===== src/rtl/ifetch_prefetch.sv =====
// Fetch stage: owns the fetch PC, issues in-order imem reads and buffers returned words in a prefetch FIFO.
// Latency: a word returned L cycles after acceptance reaches instr_F L+1 cycles after acceptance.
// Backpressure: issue is credit-limited (inflight + buffered < DEPTH); stall_D holds the FIFO head.
module ifetch_prefetch #(
    parameter logic [31:0] RESET_PC = 32'h0000_0000,
    parameter int          DEPTH    = 4
) (
    input  logic        clk,
    input  logic        reset,
    output logic        imem_req_valid,
    output logic [31:0] imem_req_addr,
    input  logic        imem_req_ready,
    input  logic        imem_rsp_valid,
    input  logic [31:0] imem_rsp_data,
    input  logic        stall_D,
    input  logic        redirect,
    input  logic [31:0] redirect_pc,
    output logic        instr_valid_F,
    output logic [31:0] instr_F,
    output logic [31:0] pc,
    output logic [31:0] pcplus4_F
);
    localparam int AW = $clog2(DEPTH);
    localparam int CW = AW + 1;
    localparam int OW = CW + 1;

    typedef enum logic {WAKE = 1'b0, RUN = 1'b1} state_t;

    state_t        state;
    logic [31:0]   fpc;
    logic [31:0]   stale_pc;       // redirect target parked while a stale request is still unaccepted
    logic          stale;
    logic [CW-1:0] inflight;
    logic [CW-1:0] drop;
    logic [CW-1:0] count;

    // issued-address queue: one entry per in-flight request, in issue order
    logic [31:0]   aq_mem [DEPTH];
    logic [AW-1:0] aq_wr;
    logic [AW-1:0] aq_rd;

    // prefetch FIFO: {address, instruction} pairs awaiting decode
    logic [31:0]   df_addr [DEPTH];
    logic [31:0]   df_data [DEPTH];
    logic [AW-1:0] df_wr;
    logic [AW-1:0] df_rd;

    logic [OW-1:0] occupancy;
    logic          accept;
    logic          pending;
    logic          push;
    logic          pop;
    logic [CW-1:0] inflight_nxt;

    // Credits: every issued request owns a FIFO slot until it is consumed or dropped,
    // so the FIFO can never overflow. While a request waits for ready, occupancy cannot
    // grow (only an accept raises it), which keeps valid and addr stable until acceptance.
    assign occupancy      = {1'b0, inflight} + {1'b0, count};
    assign imem_req_valid = (state == RUN) && (occupancy < OW'(DEPTH));
    assign imem_req_addr  = fpc;
    assign accept         = imem_req_valid & imem_req_ready;
    assign pending        = imem_req_valid & ~imem_req_ready;
    assign inflight_nxt   = inflight + CW'(accept) - CW'(imem_rsp_valid);

    // A response arriving with a redirect belongs to the old stream and is discarded.
    assign push = imem_rsp_valid && (drop == '0) && !redirect;
    assign pop  = instr_valid_F && !stall_D && !redirect;

    assign instr_valid_F = (count != '0);
    assign instr_F       = instr_valid_F ? df_data[df_rd] : 32'h0;
    assign pc            = instr_valid_F ? df_addr[df_rd] : fpc;
    assign pcplus4_F     = pc + 32'd4;

    // Fetch FSM, fetch PC, stale-request tracking and drop counter
    always_ff @(posedge clk or negedge reset) begin
        if (!reset) begin
            state    <= WAKE;
            fpc      <= RESET_PC;
            stale    <= 1'b0;
            stale_pc <= RESET_PC;
            drop     <= '0;
        end else begin
            case (state)
                WAKE:    state <= RUN;
                default: state <= RUN;
            endcase
            if (redirect) begin
                if (pending) begin
                    // the held request must still go out; steer fpc once it is accepted
                    stale    <= 1'b1;
                    stale_pc <= redirect_pc;
                end else begin
                    stale <= 1'b0;
                    fpc   <= redirect_pc;
                end
                // everything still outstanding, plus the held request, is old-stream
                drop <= inflight_nxt + CW'(pending);
            end else begin
                if (accept) begin
                    if (stale) begin
                        fpc   <= stale_pc;
                        stale <= 1'b0;
                    end else begin
                        fpc <= fpc + 32'd4;
                    end
                end
                if (imem_rsp_valid && (drop != '0)) begin
                    drop <= drop - CW'(1);
                end
            end
        end
    end

    // Issued-address queue pointers and in-flight count; not flushed by redirect
    always_ff @(posedge clk or negedge reset) begin
        if (!reset) begin
            aq_wr    <= '0;
            aq_rd    <= '0;
            inflight <= '0;
        end else begin
            if (accept) begin
                aq_wr <= aq_wr + AW'(1);
            end
            if (imem_rsp_valid) begin
                aq_rd <= aq_rd + AW'(1);
            end
            inflight <= inflight_nxt;
        end
    end

    // Prefetch FIFO pointers and occupancy; redirect empties it
    always_ff @(posedge clk or negedge reset) begin
        if (!reset) begin
            df_wr <= '0;
            df_rd <= '0;
            count <= '0;
        end else if (redirect) begin
            df_wr <= '0;
            df_rd <= '0;
            count <= '0;
        end else begin
            if (push) begin
                df_wr <= df_wr + AW'(1);
            end
            if (pop) begin
                df_rd <= df_rd + AW'(1);
            end
            if (push && !pop) begin
                count <= count + CW'(1);
            end else if (pop && !push) begin
                count <= count - CW'(1);
            end
        end
    end

    // Queue storage; contents are only observed behind valid pointers, so no reset
    always_ff @(posedge clk) begin
        if (accept) begin
            aq_mem[aq_wr] <= fpc;
        end
        if (push) begin
            df_addr[df_wr] <= aq_mem[aq_rd];
            df_data[df_wr] <= imem_rsp_data;
        end
    end

    // A response with nothing outstanding means the memory side is broken
    always_ff @(posedge clk) begin
        if (reset && imem_rsp_valid) begin
            assert (inflight != '0);
        end
    end

endmodule


===== config.mk =====
export PLATFORM = sky130hd
export DESIGN_NAME = ifetch_prefetch
export DESIGN_NICKNAME = d
export VERILOG_FILES = /design/src/rtl/ifetch_prefetch.sv
export SDC_FILE = /design/constraint.sdc
export NUM_CORES = 1
export LEC_CHECK = 0
export ABC_CLOCK_PERIOD_IN_PS = 4650
export CAP_MARGIN = 20
export CELL_PAD_IN_SITES_DETAIL_PLACEMENT = 0
export CELL_PAD_IN_SITES_GLOBAL_PLACEMENT = 2
export CORE_MARGIN = 3
export CORE_UTILIZATION = 42
export CTS_CLUSTER_SIZE = 28
export DETAILED_ROUTE_END_ITERATION = 6
export PLACE_DENSITY = 0.78
export RECOVER_POWER = 25
export SLEW_MARGIN = 10
export SYNTH_ARGS = -nofsm -noshare
export SYNTH_HDL_FRONTEND = slang
export SYNTH_SLANG_ARGS = --single-unit

===== constraint.sdc =====
create_clock -name clk -period 4.65 [get_ports clk]
set_input_delay 0.93 -clock clk [delete_from_list [all_inputs] [get_ports clk]]
set_output_delay 0.93 -clock clk [all_outputs]
set_load 0.01 [all_outputs]

==> results.json <==
{
  "status": "finished, violations left",
  "violations": "max-capacitance violations, max-slew violations",
  "yosys.area_share.simple_pct": 7.742,
  "fillers": 3913,
  "worstHoldPathCells": 2,
  "clkLatencyLatePin_ps": 580,
  "synth.top_cell.area_share_pct": 58.10,
  "dr.pass1.iters": 5,
  "dp_hpwl_mm": 32.86,
  "wl_mm": 49.67,
  "synth_edf_count": 384,
  "total_power_mw": 15.70,
  "maxCapViolCount": 1,
  "cts_buffer_depth": 3,
  "seqCellArea_um2": 13620,
  "synth_cells": 1216,
  "r2r-start": "inflight[2]$_DFF_PN0_",
  "syn_nets": 1306,
  "grt_pass1_wl_mm": 74.69,
  "vdd_drop_max_mv": 0.3270,
  "fin_crit_sh_pct": 99.26,
  "grt_setup_unrepaired": "yes",
  "yosys_warnings": 0,
  "antenna_found_initial": 0,
  "reg2regPathDepth": 14,
  "synth_area_um2": 19850,
  "slew_viol_final": 39,
  "synth_area_leaders": "edfxtp_1 58%, dfrtp_1 10%, mux4_2 9.0%, mux4_1 2.3%, mux2_2 1.9%",
  "hold_viol": 0,
  "crit_path_end_kind": "output pin",
  "synth-xor-area-share_pct": 1.809,
  "synthAdderAreaFrac_pct": 1.337,
  "finClkSkew_ps": 20.57,
  "fin_cells": 2112,
  "synth_top_family_by_area": "multiplexers",
  "ys_top_cells_by_count": "384 x edfxtp_1, 100 x nand2_1, 83 x dfrtp_1, 79 x mux4_2, 61 x o21ai_0",
  "grt_pass1_vias": 11840,
  "rows": 79,
  "grt_overflow": 0,
  "crit_fanout": 11,
  "worstSetupPathType": "reg2out",
  "htree_levels": 2,
  "muxShareOfSynthArea_pct": 13.60,
  "critPathArrivalTime_ps": 3690,
  "cts_sinks": 467,
  "synth_top_cell_by_area": "edfxtp_1",
  "leakage_nw": 8.504,
  "clock.fmax_mhz": 216.7,
  "async_flop_share_pct": 17.77,
  "area_growth_pct": 23.35,
  "grt_max_degree": 65,
  "yosysUniqueCellTypes": 71,
  "grt_use_total_pct": 19.96,
  "numCtsBuffers": 50,
  "fp.dieArea_um2": 49890,
  "relSlewSlack_pct": -46.83,
  "hold_start": "stale_pc[2]$_DFFE_PN0P_",
  "start_util_pct": 42.54,
  "vias": 11530,
  "n_antenna_cell": 0,
  "timing.final.crit_period_ps": 4616,
  "ios": 200,
  "yosysSeqAreaShare_pct": 68.57,
  "synth-compound-area-share_pct": 4.747,
  "yosysMostFrequentCell": "edfxtp_1",
  "drc": 0,
  "rrSetupSlack_ps": 1150,
  "clk_pin_slew_worst_paths_ps": 60,
  "cp-start-kind": "register",
  "wire_per_inst_um": 23.52,
  "setup_violations": 0,
  "post-place-cells": 2017,
  "viasPerCell": 5.459,
  "multiInputGateArea_um2": 5861,
  "final_nets": 1559,
  "syn_avg_cell_area_um2": 16.32,
  "min_path_type": "reg2reg",
  "cts-root-buf": "clkbuf_16",
  "gp_routability_congestion": 0.8722,
  "ys_ff_latch": 467,
  "cts_tree": "done",
  "coreArea_um2": 46650,
  "yosys_most_used_dff": "edfxtp_1",
  "port_buffers": 199,
  "drive_gt1_share_pct": 17.54,
  "tightest_slew_ps": 2202,
  "power_density_nw_per_um2": 641.3,
  "cp.required_ps": 3720,
  "antenna_left": 0,
  "min_to": "stale_pc[2]$_DFFE_PN0P_",
  "die_y_um": 223.4,
  "drtIter0Drc": 950,
  "fp.dieW_um": 223.4,
  "worstReg2RegEnd": "drop[2]$_DFFE_PN0P_"
}
[critical path: stages (launching register included)]
cell             delay [ps]
dfrtp_4                 510
buf_4                   220
mux4_2                  400
nand4_2                 140
a222oi_1                480
buf_4                   230
buf_4                   120
nand4_1                 190
xnor2_1                 240
clkdlybuf4s50_1         590
[cells by family (layout without fill, tap and decap cells)]
group / count (synthesis) / in the layout
xor+xnor: 41 / 41
fa+ha+maj: 20 / 20
buf+inv: 99 / 388
compound gates: 147 / 147
simple gates: 302 / 302
flops: 467 / 467
mux: 139 / 139
other cells: 1 / 1
[sequential cells by signal, summed over array words and instances (netlist names)]
signal and count:
aq_mem 128, stale 1, df_rd 2, inflight 3
aq_wr 2, imem_req_addr 32, drop 3, df_wr 2
df_data 128, count 3, state 1, df_addr 128
stale_pc 32, aq_rd 2
[stage by stage]
stage	TNS, ps	worst slack (ps)	instance area (µm²)	util (%)	hold slack (ps)
6_report	0	34.48	24480	52.47	488.2
5_1_grt	-243.7	-102.7	24480	52.47	510.3
4_1_cts	-48.82	-48.82	24470	52.44	318.4
3_5_place_dp	0	242.9	22830	48.94	476.4
3_3_place_gp	0	287.4	22830	48.94	464.4
2_1_floorplan	0	717.5	19850	-	450.2
[what timing repair did]
action / CTS / global route
pin swaps: 2 / 6
endpoints found under the setup margin: 17 / 13
resized for setup: 19 / 14
cloned: 0 / 1
buffers inserted: 2 / 4
hold buffers: 0 / 0
[report_power, final]
part / switching (mW) / leakage [nW] / total [mW] / internal, mW
Combinational: 3.11 / 3.28 / 5.95 / 2.84
Sequential: 0.526 / 4.48 / 5.96 / 5.43
Clock: 1.57 / 0.749 / 3.79 / 2.22
Total: 5.21 / 8.50 / 15.7 / 10.5
[per-layer routing]
layer / GRT usage, % / wire, µm / vias to the layer above
met2: 31.82 / 23630 / 338
li1: - / - / 5240
met5: 0 / 0 / -
met4: 5.654 / 1197 / 0
met3: 3.461 / 2893 / 78
met1: 28.57 / 21950 / 5874
[layout by cell type, fill, tap and decap left out, types with 6 or more instances in the layout]
cell and instances:
a21oi_1 25, a221oi_1 8, a22oi_1 8, a31oi_1 11
and2_1 36, and3_1 15, buf_4 40, clkbuf_1 32
clkbuf_16 53, clkdlybuf4s50_1 165, clkinv_1 10, dfrtp_1 78
dlygate4sd3_1 26, edfxtp_1 384, ha_1 18, inv_1 30
mux2_2 34, mux2i_1 8, mux4_1 15, mux4_2 81
nand2_1 100, nand3_1 26, nand4_1 17, nor2_1 58
nor2b_1 6, nor3_1 7, nor4_1 7, o21ai_0 61
xnor2_1 30, xor2_1 10
[area by class of cell]
cell class / count / area share [%]
Clock buffer: 65 / 5.556
Clock inverter: 23 / 0.7872
Inverter: 31 / 0.5060
Multi-Input combinational cell: 650 / 23.94
Sequential cell: 467 / 55.63
Tap cell: 607 / 3.103
Timing Repair Buffer: 269 / 10.48
[how the worst max path moves through the flow]
stage               slack (ps)  cells past startpoint             to                  from
floorplan                  720                     12  pcplus4_F[26]  count[0]$_DFFE_PN0P_
detailed placement         240                     10  pcplus4_F[30]  count[0]$_DFFE_PN0P_
global placement           290                     10  pcplus4_F[30]  count[0]$_DFFE_PN0P_
CTS                        -50                      9  pcplus4_F[29]  df_rd[1]$_DFFE_PN0P_
global route              -100                      9  pcplus4_F[21]  df_rd[0]$_DFFE_PN0P_
finish                      30                      9  pcplus4_F[21]  df_rd[0]$_DFFE_PN0P_
Power figures use the tool's default switching activity.
